**src/rtl/apb_arb_pkg.sv**
```systemverilog
// Shared definitions for the APB request arbiter.
// State encoding, requester count and default address window.
package apb_arb_pkg;

    localparam int NUM_REQ = 4;
    localparam int IDX_W   = 2;

    localparam logic [31:0] DEF_ADDR_BASE  = 32'h1000_0000;
    localparam logic [31:0] DEF_ADDR_LIMIT = 32'h1000_3FFF;

    typedef enum logic [2:0] {
        IDLE,
        ISSUE,
        SETUP_WAIT,
        ACCESS_WAIT,
        RESP
    } arb_state_e;

    // Both window bounds are inclusive.
    function automatic logic addr_in_range(
        input logic [31:0] a,
        input logic [31:0] lo,
        input logic [31:0] hi
    );
        return (a >= lo) && (a <= hi);
    endfunction

endpackage

```
**src/rtl/apb_req_arbiter_if.sv**
```systemverilog
// Requester-side and APB-master-side signals of the arbiter.
// master: the arbiter; slave: requesters plus APB master.
interface apb_req_arbiter_if;
    import apb_arb_pkg::*;

    logic [NUM_REQ-1:0]       req_valid;
    logic [NUM_REQ-1:0]       req_write;
    logic [NUM_REQ-1:0][31:0] req_addr;
    logic [NUM_REQ-1:0][31:0] req_wdata;
    logic [NUM_REQ-1:0]       rsp_done;
    logic [NUM_REQ-1:0]       rsp_err;
    logic [31:0]              rsp_rdata;
    logic                     m_transfer;
    logic                     m_write;
    logic [31:0]              m_addr;
    logic [31:0]              m_wdata;
    logic                     m_ready;
    logic [31:0]              m_rdata;
    logic                     busy;
    logic [IDX_W-1:0]         gnt_id;

    modport master (
        input  req_valid, req_write, req_addr, req_wdata,
        input  m_ready, m_rdata,
        output rsp_done, rsp_err, rsp_rdata,
        output m_transfer, m_write, m_addr, m_wdata,
        output busy, gnt_id
    );

    modport slave (
        output req_valid, req_write, req_addr, req_wdata,
        output m_ready, m_rdata,
        input  rsp_done, rsp_err, rsp_rdata,
        input  m_transfer, m_write, m_addr, m_wdata,
        input  busy, gnt_id
    );

endinterface

```
**src/rtl/apb_req_arbiter_rr.sv**
```systemverilog
// Four-way round-robin selector.
// Search starts one past the pointer and wraps modulo 4.
module rr_arbiter4
    import apb_arb_pkg::*;
(
    input  logic [NUM_REQ-1:0] req_i,
    input  logic [IDX_W-1:0]   ptr_i,
    output logic [NUM_REQ-1:0] gnt_o,
    output logic [IDX_W-1:0]   idx_o,
    output logic               any_o
);

    logic             found;
    logic [IDX_W-1:0] cand;

    // First requester at or after ptr+1, wrapping through ptr itself.
    always_comb begin
        gnt_o = '0;
        idx_o = '0;
        found = 1'b0;
        cand  = '0;
        for (int k = 1; k <= NUM_REQ; k++) begin
            cand = ptr_i + IDX_W'(k);
            if (!found && req_i[cand]) begin
                found       = 1'b1;
                gnt_o[cand] = 1'b1;
                idx_o       = cand;
            end
        end
    end

    assign any_o = |req_i;

endmodule

```
**src/rtl/apb_req_arbiter.sv**
```systemverilog
// Arbitrates four requesters onto one APB master port.
// Unmapped addresses are answered locally with an error.
module apb_req_arbiter
    import apb_arb_pkg::*;
#(
    parameter logic [31:0] ADDR_BASE  = DEF_ADDR_BASE,
    parameter logic [31:0] ADDR_LIMIT = DEF_ADDR_LIMIT
) (
    input  logic               PCLK,
    input  logic               PRESET,
    apb_req_arbiter_if.master  bus
);

    arb_state_e         state_q;
    logic [IDX_W-1:0]   ptr_q;
    logic [IDX_W-1:0]   gnt_id_q;
    logic               wr_q;
    logic [31:0]        addr_q;
    logic [31:0]        wdata_q;
    logic               m_transfer_q;
    logic               busy_q;
    logic [NUM_REQ-1:0] rsp_done_q;
    logic [NUM_REQ-1:0] rsp_err_q;
    logic [31:0]        rsp_rdata_q;

    logic [NUM_REQ-1:0] win_gnt;
    logic [IDX_W-1:0]   win_idx;
    logic               win_any;
    logic               wr_d;
    logic [31:0]        addr_d;
    logic [31:0]        wdata_d;
    logic               mapped_d;
    logic [NUM_REQ-1:0] cur_onehot;

    rr_arbiter4 u_rr (
        .req_i (bus.req_valid),
        .ptr_i (ptr_q),
        .gnt_o (win_gnt),
        .idx_o (win_idx),
        .any_o (win_any)
    );

    // Winner's request fields, captured on the grant edge.
    always_comb begin
        wr_d     = bus.req_write[win_idx];
        addr_d   = bus.req_addr[win_idx];
        wdata_d  = bus.req_wdata[win_idx];
        mapped_d = addr_in_range(addr_d, ADDR_BASE, ADDR_LIMIT);
    end

    assign cur_onehot = NUM_REQ'(1) << gnt_id_q;

    // Grant, APB sequencing and registered responses in one FSM.
    always_ff @(posedge PCLK) begin
        if (PRESET) begin
            state_q      <= IDLE;
            ptr_q        <= IDX_W'(NUM_REQ - 1);
            gnt_id_q     <= '0;
            wr_q         <= 1'b0;
            addr_q       <= '0;
            wdata_q      <= '0;
            m_transfer_q <= 1'b0;
            busy_q       <= 1'b0;
            rsp_done_q   <= '0;
            rsp_err_q    <= '0;
            rsp_rdata_q  <= '0;
        end else begin
            unique case (state_q)
                IDLE: begin
                    if (win_any) begin
                        ptr_q    <= win_idx;
                        gnt_id_q <= win_idx;
                        wr_q     <= wr_d;
                        addr_q   <= addr_d;
                        wdata_q  <= wdata_d;
                        busy_q   <= 1'b1;
                        if (mapped_d) begin
                            state_q      <= ISSUE;
                            m_transfer_q <= 1'b1;
                        end else begin
                            state_q     <= RESP;
                            rsp_done_q  <= win_gnt;
                            rsp_err_q   <= win_gnt;
                            rsp_rdata_q <= '0;
                        end
                    end
                end
                ISSUE: begin
                    m_transfer_q <= 1'b0;
                    state_q      <= SETUP_WAIT;
                end
                SETUP_WAIT: begin
                    state_q <= ACCESS_WAIT;
                end
                ACCESS_WAIT: begin
                    if (bus.m_ready) begin
                        state_q     <= RESP;
                        rsp_done_q  <= cur_onehot;
                        rsp_err_q   <= '0;
                        rsp_rdata_q <= wr_q ? 32'h0 : bus.m_rdata;
                    end
                end
                RESP: begin
                    rsp_done_q <= '0;
                    rsp_err_q  <= '0;
                    busy_q     <= 1'b0;
                    state_q    <= IDLE;
                end
                default: begin
                    state_q <= IDLE;
                end
            endcase
        end
    end

    assign bus.rsp_done   = rsp_done_q;
    assign bus.rsp_err    = rsp_err_q;
    assign bus.rsp_rdata  = rsp_rdata_q;
    assign bus.m_transfer = m_transfer_q;
    assign bus.m_write    = wr_q;
    assign bus.m_addr     = addr_q;
    assign bus.m_wdata    = wdata_q;
    assign bus.busy       = busy_q;
    assign bus.gnt_id     = gnt_id_q;

endmodule

```
**src/flat_wrapper.sv**
```systemverilog
// flat-port wrapper written by rule: the top's interface ports become plain ports
module apb_req_arbiter_flat import apb_arb_pkg::*;
#(
    parameter logic [31:0] ADDR_BASE  = DEF_ADDR_BASE,
    parameter logic [31:0] ADDR_LIMIT = DEF_ADDR_LIMIT
)
  (PCLK, PRESET, bus_req_valid, bus_req_write, bus_req_addr, bus_req_wdata, bus_m_ready, bus_m_rdata, bus_rsp_done, bus_rsp_err, bus_rsp_rdata, bus_m_transfer, bus_m_write, bus_m_addr, bus_m_wdata, bus_busy, bus_gnt_id);
  apb_req_arbiter_if bus_i ();
  input  logic PCLK;
  input  logic PRESET;
  input wire logic [$bits(bus_i.req_valid)-1:0] bus_req_valid;
  input wire logic [$bits(bus_i.req_write)-1:0] bus_req_write;
  input wire logic [$bits(bus_i.req_addr)-1:0] bus_req_addr;
  input wire logic [$bits(bus_i.req_wdata)-1:0] bus_req_wdata;
  input wire logic [$bits(bus_i.m_ready)-1:0] bus_m_ready;
  input wire logic [$bits(bus_i.m_rdata)-1:0] bus_m_rdata;
  output wire logic [$bits(bus_i.rsp_done)-1:0] bus_rsp_done;
  output wire logic [$bits(bus_i.rsp_err)-1:0] bus_rsp_err;
  output wire logic [$bits(bus_i.rsp_rdata)-1:0] bus_rsp_rdata;
  output wire logic [$bits(bus_i.m_transfer)-1:0] bus_m_transfer;
  output wire logic [$bits(bus_i.m_write)-1:0] bus_m_write;
  output wire logic [$bits(bus_i.m_addr)-1:0] bus_m_addr;
  output wire logic [$bits(bus_i.m_wdata)-1:0] bus_m_wdata;
  output wire logic [$bits(bus_i.busy)-1:0] bus_busy;
  output wire logic [$bits(bus_i.gnt_id)-1:0] bus_gnt_id;
  assign bus_i.req_valid = bus_req_valid;
  assign bus_i.req_write = bus_req_write;
  assign bus_i.req_addr = bus_req_addr;
  assign bus_i.req_wdata = bus_req_wdata;
  assign bus_i.m_ready = bus_m_ready;
  assign bus_i.m_rdata = bus_m_rdata;
  assign bus_rsp_done = bus_i.rsp_done;
  assign bus_rsp_err = bus_i.rsp_err;
  assign bus_rsp_rdata = bus_i.rsp_rdata;
  assign bus_m_transfer = bus_i.m_transfer;
  assign bus_m_write = bus_i.m_write;
  assign bus_m_addr = bus_i.m_addr;
  assign bus_m_wdata = bus_i.m_wdata;
  assign bus_busy = bus_i.busy;
  assign bus_gnt_id = bus_i.gnt_id;
  apb_req_arbiter #(.ADDR_BASE(ADDR_BASE), .ADDR_LIMIT(ADDR_LIMIT)) u_core (.PCLK(PCLK), .PRESET(PRESET), .bus(bus_i));
endmodule
```
**config.mk**
```make
export PLATFORM = sky130hd
export DESIGN_NAME = apb_req_arbiter_flat
export DESIGN_NICKNAME = d
export VERILOG_FILES = /design/src/rtl/apb_arb_pkg.sv /design/src/rtl/apb_req_arbiter_if.sv /design/src/rtl/apb_req_arbiter_rr.sv /design/src/rtl/apb_req_arbiter.sv /design/src/flat_wrapper.sv
export SDC_FILE = /design/constraint.sdc
export NUM_CORES = 1
export LEC_CHECK = 0
export ABC_AREA = 1
export CORE_AREA = 5 5 156 158
export CTS_BUF_LIST = sky130_fd_sc_hd__clkbuf_8
export DETAILED_ROUTE_END_ITERATION = 8
export DIE_AREA = 0 0 161 163
export HOLD_SLACK_MARGIN = 0.05
export PLACE_DENSITY = 0.69
export SYNTH_ARGS = -nofsm -noshare
export SYNTH_HDL_FRONTEND = slang
export SYNTH_HIERARCHICAL = 1
export SYNTH_SLANG_ARGS = --single-unit
```
**constraint.sdc**
```tcl
create_clock -name PCLK -period 4 [get_ports PCLK]
set_input_delay 1.2 -clock PCLK [delete_from_list [all_inputs] [get_ports PCLK]]
set_output_delay 1.2 -clock PCLK [all_outputs]
set_load 0.005 [all_outputs]
```
==> flow_summary.ini, run 1 <==
[detailed_routing]
ant_nets = 0
remaining_drc_errors = 0
dr.pass1.iters = 5
drtIter0Drc = 583
vias_per_cell = 4.81
dr_total_vias = 8851
wl_um = 29400
wl_per_cell_um = 16.0

[clocking]
clk_pin_slew_ns = 0.09
cts_tree = done
ctsLongestPathBuffers = 2
cts_max_level = 4
cts_root_buffer = clkbuf_8
clock_latency_ns = 0.45
cts_buffers = 17
cts.repair.resized = 0
clock-sinks = 114
ctsHoldBuffers = 0
postCtsSetupBuffers = 0

[global_route]
grt_pass1_vias = 8492
grt_usage_pct = 21.4
grt_max_degree = 96
grt_pass1_wl_um = 45100
grt_antenna_before_repair = 2
grt-ovfl-total = 0

[finish]
post-route-util_pct = 52.5
drive_above_1_share_pct = 8.14
syn_to_final_growth_pct = 71.5
stdcell_area_um2 = 12100
fin_nets = 1841
fillers = 2286
seqCellArea_um2 = 2280
multi_input_area_um2 = 4110

[pwr]
peakVddDrop_uv = 582
switching_share_pct = 47.2
power_frac_seq_pct = 18.3
clkPwrFrac_pct = 11.3
p_int_mw = 5.19
p_per_area_nw_per_um2 = 813
comb_power_share_pct = 70.3
leakage_nw = 5.09
p_switching_mw = 4.63

[flow_run]
maxCapViolations = 0

[timing]
setup_viol = 0
fin_crit_ns = 3.82
fmax_mhz = 262
slew_viol_final = 0
hold_viol = 0
period_share_pct = 95.6
final.setup.worst_slack_ns = 0.178
slew-limit-headroom_pct = 30.9
finalClockSkew_ns = 0.0187
worst_pin_slew_ns = 1.04
finalSetupTns_ns = 0

[setup_path]
cp_max_fo = 36
r2r-end = u_core/bus.rsp_rdata[20]
r2r_setup_slack_ns = 0.49
critPathKind = input port to flop
startpoint_type = input port
required_ns = 4.34
r2r-start = u_core/ptr_q[0]
r2r_cells = 23
cp-end-kind = flop
cp.arrival_ns = 4.16

[placed_design]
gp_congestion = 0.887
place_hpwl_um = 22800
place_ws_ns = -0.236
placed_area_um2 = 11700
io_buffers = 407

[floorplan]
rows = 56
die_x_um = 161
start_util_pct = 30.6
core_um2 = 23000
dieHeight_um = 163
die-area_um2 = 26200
io_pins = 408

[synthesis]
synth_nets = 1441
synth.avg_cell_area_um2 = 6.21
syn_area_um2 = 7040
yosysUniqueCellTypes = 32
ys_seq_elements = 114
yosys_warnings = 6
yosysSeqAreaShare_pct = 32.4
synth_cells = 1134

[worst_hold_path]
hold_start = u_core/bus.m_transfer
hp-class = flop to flop
min_delay_path_depth = 2
hold_end = u_core/bus.m_transfer

[outcome]
status = finished clean
## sequential cells by signal, indices dropped and copies added, names as in the netlist
signal,flops
u_core/bus.rsp_done,4
u_core/bus.rsp_rdata,32
u_core/bus.rsp_err,4
u_core/bus.m_addr,32
u_core/ptr_q,2
u_core/bus.busy,1
u_core/bus.m_transfer,1
u_core/bus.m_write,1
u_core/state_q,3
u_core/bus.m_wdata,32
u_core/bus.gnt_id,2
## power groups by stage
stage | registers (mW) | clock network, mW | logic (mW)
2_1_floorplan | 1.82 | 0 | 3.80
3_3_place_gp | 1.81 | 0 | 6.87
3_5_place_dp | 1.81 | 0 | 6.92
4_1_cts | 1.80 | 1.15 | 6.94
5_1_grt | 1.85 | 1.21 | 7.68
6_report | 1.80 | 1.11 | 6.91
## per-layer routing
metal / routed length (µm) / GRT usage, % / up-vias
met5: 0 / 0 / -
li1: - / - / 4539
met2: 14500 / 37.5 / 314
met1: 12000 / 25.3 / 3963
met3: 2180 / 6.45 / 35
met4: 683 / 6.86 / 0
## cells in the mapped netlist
master      n  area (µm²)
a21boi_0    4        30.0
a21oi_1    44         220
a31oi_1    48         300
a32o_1      4        40.0
buf_1      12        45.0
buf_2      22         110
buf_4       2        15.0
buf_6      10         113
clkbuf_1   39         146
dfxtp_1   114        2280
ha_1        8         100
inv_1      61         229
inv_2       1        3.75
inv_4       2        12.5
inv_8       1        11.3
nand2_1   230         863
nand2_2     5        31.3
nand2_4     6        67.6
nand3_1    82         410
nand3_2     3        30.0
nand3_4     2        35.0
nand3b_1    1        7.51
nand4_1    12        75.1
nor2_1    251         942
nor2_2      4        25.0
nor2_4      1        11.3
o2111a_1    1        11.3
o211ai_1   18         135
o21ai_0   143         716
o21ai_1     1        5.00
o21bai_2    1        11.3
or2_1       1        6.26
## layout make-up
cell class | count | area share, %
Antenna cell | 2 | 0.0414
Clock inverter | 15 | 1.38
Timing Repair Buffer | 466 | 38.5
Sequential cell | 114 | 18.9
Tap cell | 290 | 3.00
Inverter | 65 | 2.13
Clock buffer | 17 | 1.94
Multi-Input combinational cell | 870 | 34.1
## through the flow
| step | cells | hold WS, ns | power (mW) |
|---|---|---|---|
| floorplan | 1134 | 0.442 | 5.62 |
| global placement | 1805 | 0.436 | 8.67 |
| detailed placement | 1805 | 0.455 | 8.73 |
| CTS | 1837 | 0.468 | 9.89 |
| global route | 1838 | 0.504 | 10.7 |
| finish | 1839 | 0.460 | 9.82 |
## layout by cell type (no fill, tap or decap), types with 17 or more instances in the layout
cell type and instances:
inv_1 59, nand2_1 229, o21ai_0 143, nor2_1 248, o211ai_1 18, a31oi_1 48
dfxtp_1 114, a21oi_1 43, nand3_1 80, clkbuf_8 17, clkdlybuf4s50_1 407, buf_4 48
## worst max-delay path by stage
stage / slack (ns) / cells past startpoint / startpoint / to
5_1_grt: -0.002 / 25 / bus_req_valid[1] / u_core/bus.rsp_done[0]
2_1_floorplan: 0.71 / 21 / bus_req_valid[2] / u_core/bus.rsp_rdata[10]
3_3_place_gp: -0.17 / 24 / bus_req_valid[2] / u_core/bus.rsp_err[3]
3_5_place_dp: -0.24 / 23 / bus_req_valid[2] / u_core/bus.rsp_rdata[20]
4_1_cts: 0.24 / 24 / bus_req_valid[2] / u_core/bus.rsp_rdata[27]
6_report: 0.18 / 21 / bus_req_valid[2] / u_core/bus.rsp_rdata[20]
## worst max-delay path, stage by stage
cell             delay [ns]
clkdlybuf4s50_1        0.53
inv_1                  0.07
nand2_1                0.13
nand3_4                0.11
nand2_4                0.10
inv_4                  0.03
buf_4                  0.14
nand4_1                0.08
nand3_2                0.13
inv_2                  0.10
buf_12                 0.15
nand3_1                0.10
nand2_1                0.15
nand2_1                0.07
nor2_1                 0.11
nand3_1                0.14
o21bai_2               0.26
nand2_4                0.12
buf_12                 0.19
a21oi_1                0.15
nor2_1                 0.06
## cells by family after synthesis
group / synth area share (%)
AO/OA/AOI/OAI: 20.9
AND/OR/NAND/NOR: 35.6
flip-flops: 32.4
buffers and inverters: 9.74
adder cells (fa/ha/maj): 1.42
(Power assumes the default switching activity.)
==> inputs of run 2 (changes only) <==
GPL_ROUTABILITY_DRIVEN = 1   (was not set)
PLACE_DENSITY = 0.74   (was 0.69)
==> run 2 against run 1 <==
Net effect:
- clock power about the same
- clock skew shrank 0.0039 ns
- register-to-register slack better by 0.07 ns
- hold slack got worse by 0.0015 ns
- critical path type unchanged
- critical path depth stayed put
- critical endpoint is now u_core/bus.rsp_rdata[7]
- largest power group unchanged
- cell area decreased by 0.41%
- highest routed layer is now met5
- total power decreased by 1.3%
- die area unchanged
- maximum frequency up 2.0%
- sequential power barely moved
- via count grew 0.56%
- flip-flop and latch count stayed put
==> flow_summary.ini, run 2 (synthesized netlist as in run 1, its figures left out) <==
[outcome]
status = finished clean

[timing]
fin_crit_ns = 3.75
period_share_pct = 93.7
final.setup.worst_slack_ns = 0.252
rsz0062_at_grt = no
slew-limit-headroom_pct = 30.4
slew_viol_final = 0
whs_ns = 0.458
setup_viol = 0
hold_viol = 0
finalSetupTns_ns = 0
fmax_mhz = 267
worst_pin_slew_ns = 1.04
finalClockSkew_ns = 0.0147

[global_route]
grt_pass1_vias = 8372
grt_usage_pct = 21.4
grt_pass1_wl_um = 44700
grt_max_degree = 106
grt-ovfl-total = 0
grt_antenna_before_repair = 2

[clocking]
ctsLongestPathBuffers = 2
cts_root_buffer = clkbuf_8
cts.repair.resized = 0
clk_pin_slew_ns = 0.08
ctsHoldBuffers = 0
clock-sinks = 114
cts_buffers = 17
clock_latency_ns = 0.44
cts_tree = done
postCtsSetupBuffers = 0
cts_max_level = 4

[setup_path]
cp_max_fo = 30
slowest_delay_ns = 0.46
path_buf_inv = 5
critPathKind = input port to flop
required_ns = 4.32
cp_common_cell = nand2_1
cp_cell_sequence = clkdlybuf4s50_1 -> inv_1 -> nand2_1 -> nand3_4 -> nand2_4 -> inv_4 -> nand2_1 -> a21oi_1 -> nor2_4 -> buf_4 -> nand2_1 -> nand3_1 -> nand2_1 -> nand2_1 -> nor2_1 -> nand3_1 -> o21bai_2 -> nand2_4 -> buf_12 -> a21oi_1 -> nor2_1
cp.arrival_ns = 4.07
r2r_setup_slack_ns = 0.56
startpoint_type = input port
cp-end-kind = flop
worst_path_dominant_cell_family = simple AND/OR/NAND/NOR gates
slowest_stage = clkdlybuf4s50_1

[detailed_routing]
dr_total_vias = 8901
ant_nets = 0
remaining_drc_errors = 0
wl_um = 29900
dr.pass1.iters = 5
wl_per_cell_um = 16.2
vias_per_cell = 4.84
drtIter0Drc = 612

[floorplan]
die-area_um2 = 26200
die_x_um = 161
io_pins = 408
rows = 56
core_um2 = 23000
dieHeight_um = 163
start_util_pct = 30.6

[placed_design]
place_ws_ns = -0.192
gp_congestion = 0.919
io_buffers = 407
dp.cells = 1806
place_hpwl_um = 23200

[pwr]
total_power_mw = 9.69
peakVddDrop_uv = 480
p_per_area_nw_per_um2 = 806
leakage_nw = 5.07

[flow_run]
maxCapViolations = 0

[finish]
syn_to_final_growth_pct = 70.8
stdcell_count = 1838
fin_nets = 1842
n_antenna_cell = 0
drive_above_1_share_pct = 8.01
final_cell_mix = clkdlybuf4s50_1, nor2_1, nand2_1
final_common_cell = clkdlybuf4s50_1

[worst_hold_path]
hp-class = flop to flop
==> run 2: final timing paths <==
kind                                       startpoint                      end  cells after the start
worst min-delay path            u_core/bus.m_transfer    u_core/bus.m_transfer                      2
worst max register to register        u_core/ptr_q[0]  u_core/bus.rsp_rdata[7]                     22
worst min register to register  u_core/bus.m_transfer    u_core/bus.m_transfer                      2
worst max-delay path                 bus_req_valid[2]  u_core/bus.rsp_rdata[7]                     21
==> run 2: cell type report <==
cell class	count	area (µm²)
clock inverters	15	160
multi-input cells	870	4100
inverters	65	260
flip-flops and latches	114	2280
fillers	2299	11000
repair buffers	467	4620
well taps	290	363
clock buffers	17	234
==> run 2: layer usage <==
metal	up-vias	routed length (µm)	track usage, %
met1	3985	11900	25.3
met2	349	15100	38.1
li1	4531	-	-
met3	32	2320	6.15
met5	-	21	0
met4	4	529	5.58
==> run 2: tightest hold or removal path, delay by kind of cell (launching register included) <==
kind | cells | cell delay (ns)
flip-flops | 1 | 0.32
buffers and inverters | 1 | 0.05
AO/OA/AOI/OAI | 1 | 0.05
==> run 2: per-stage QoR <==
step | util [%] | area [µm²]
after floorplan | - | 7040
after global placement | 50.6 | 11600
after detailed placement | 50.6 | 11600
after CTS | 52.3 | 12000
after global routing | 52.3 | 12000
final | 52.3 | 12000
==> run 2: report_power, final <==
group | internal (mW) | leakage [nW] | switching (mW) | total [mW]
logic | 3.02 | 3.93 | 3.76 | 6.78
registers | 1.55 | 0.944 | 0.249 | 1.80
clock network | 0.522 | 0.197 | 0.592 | 1.11
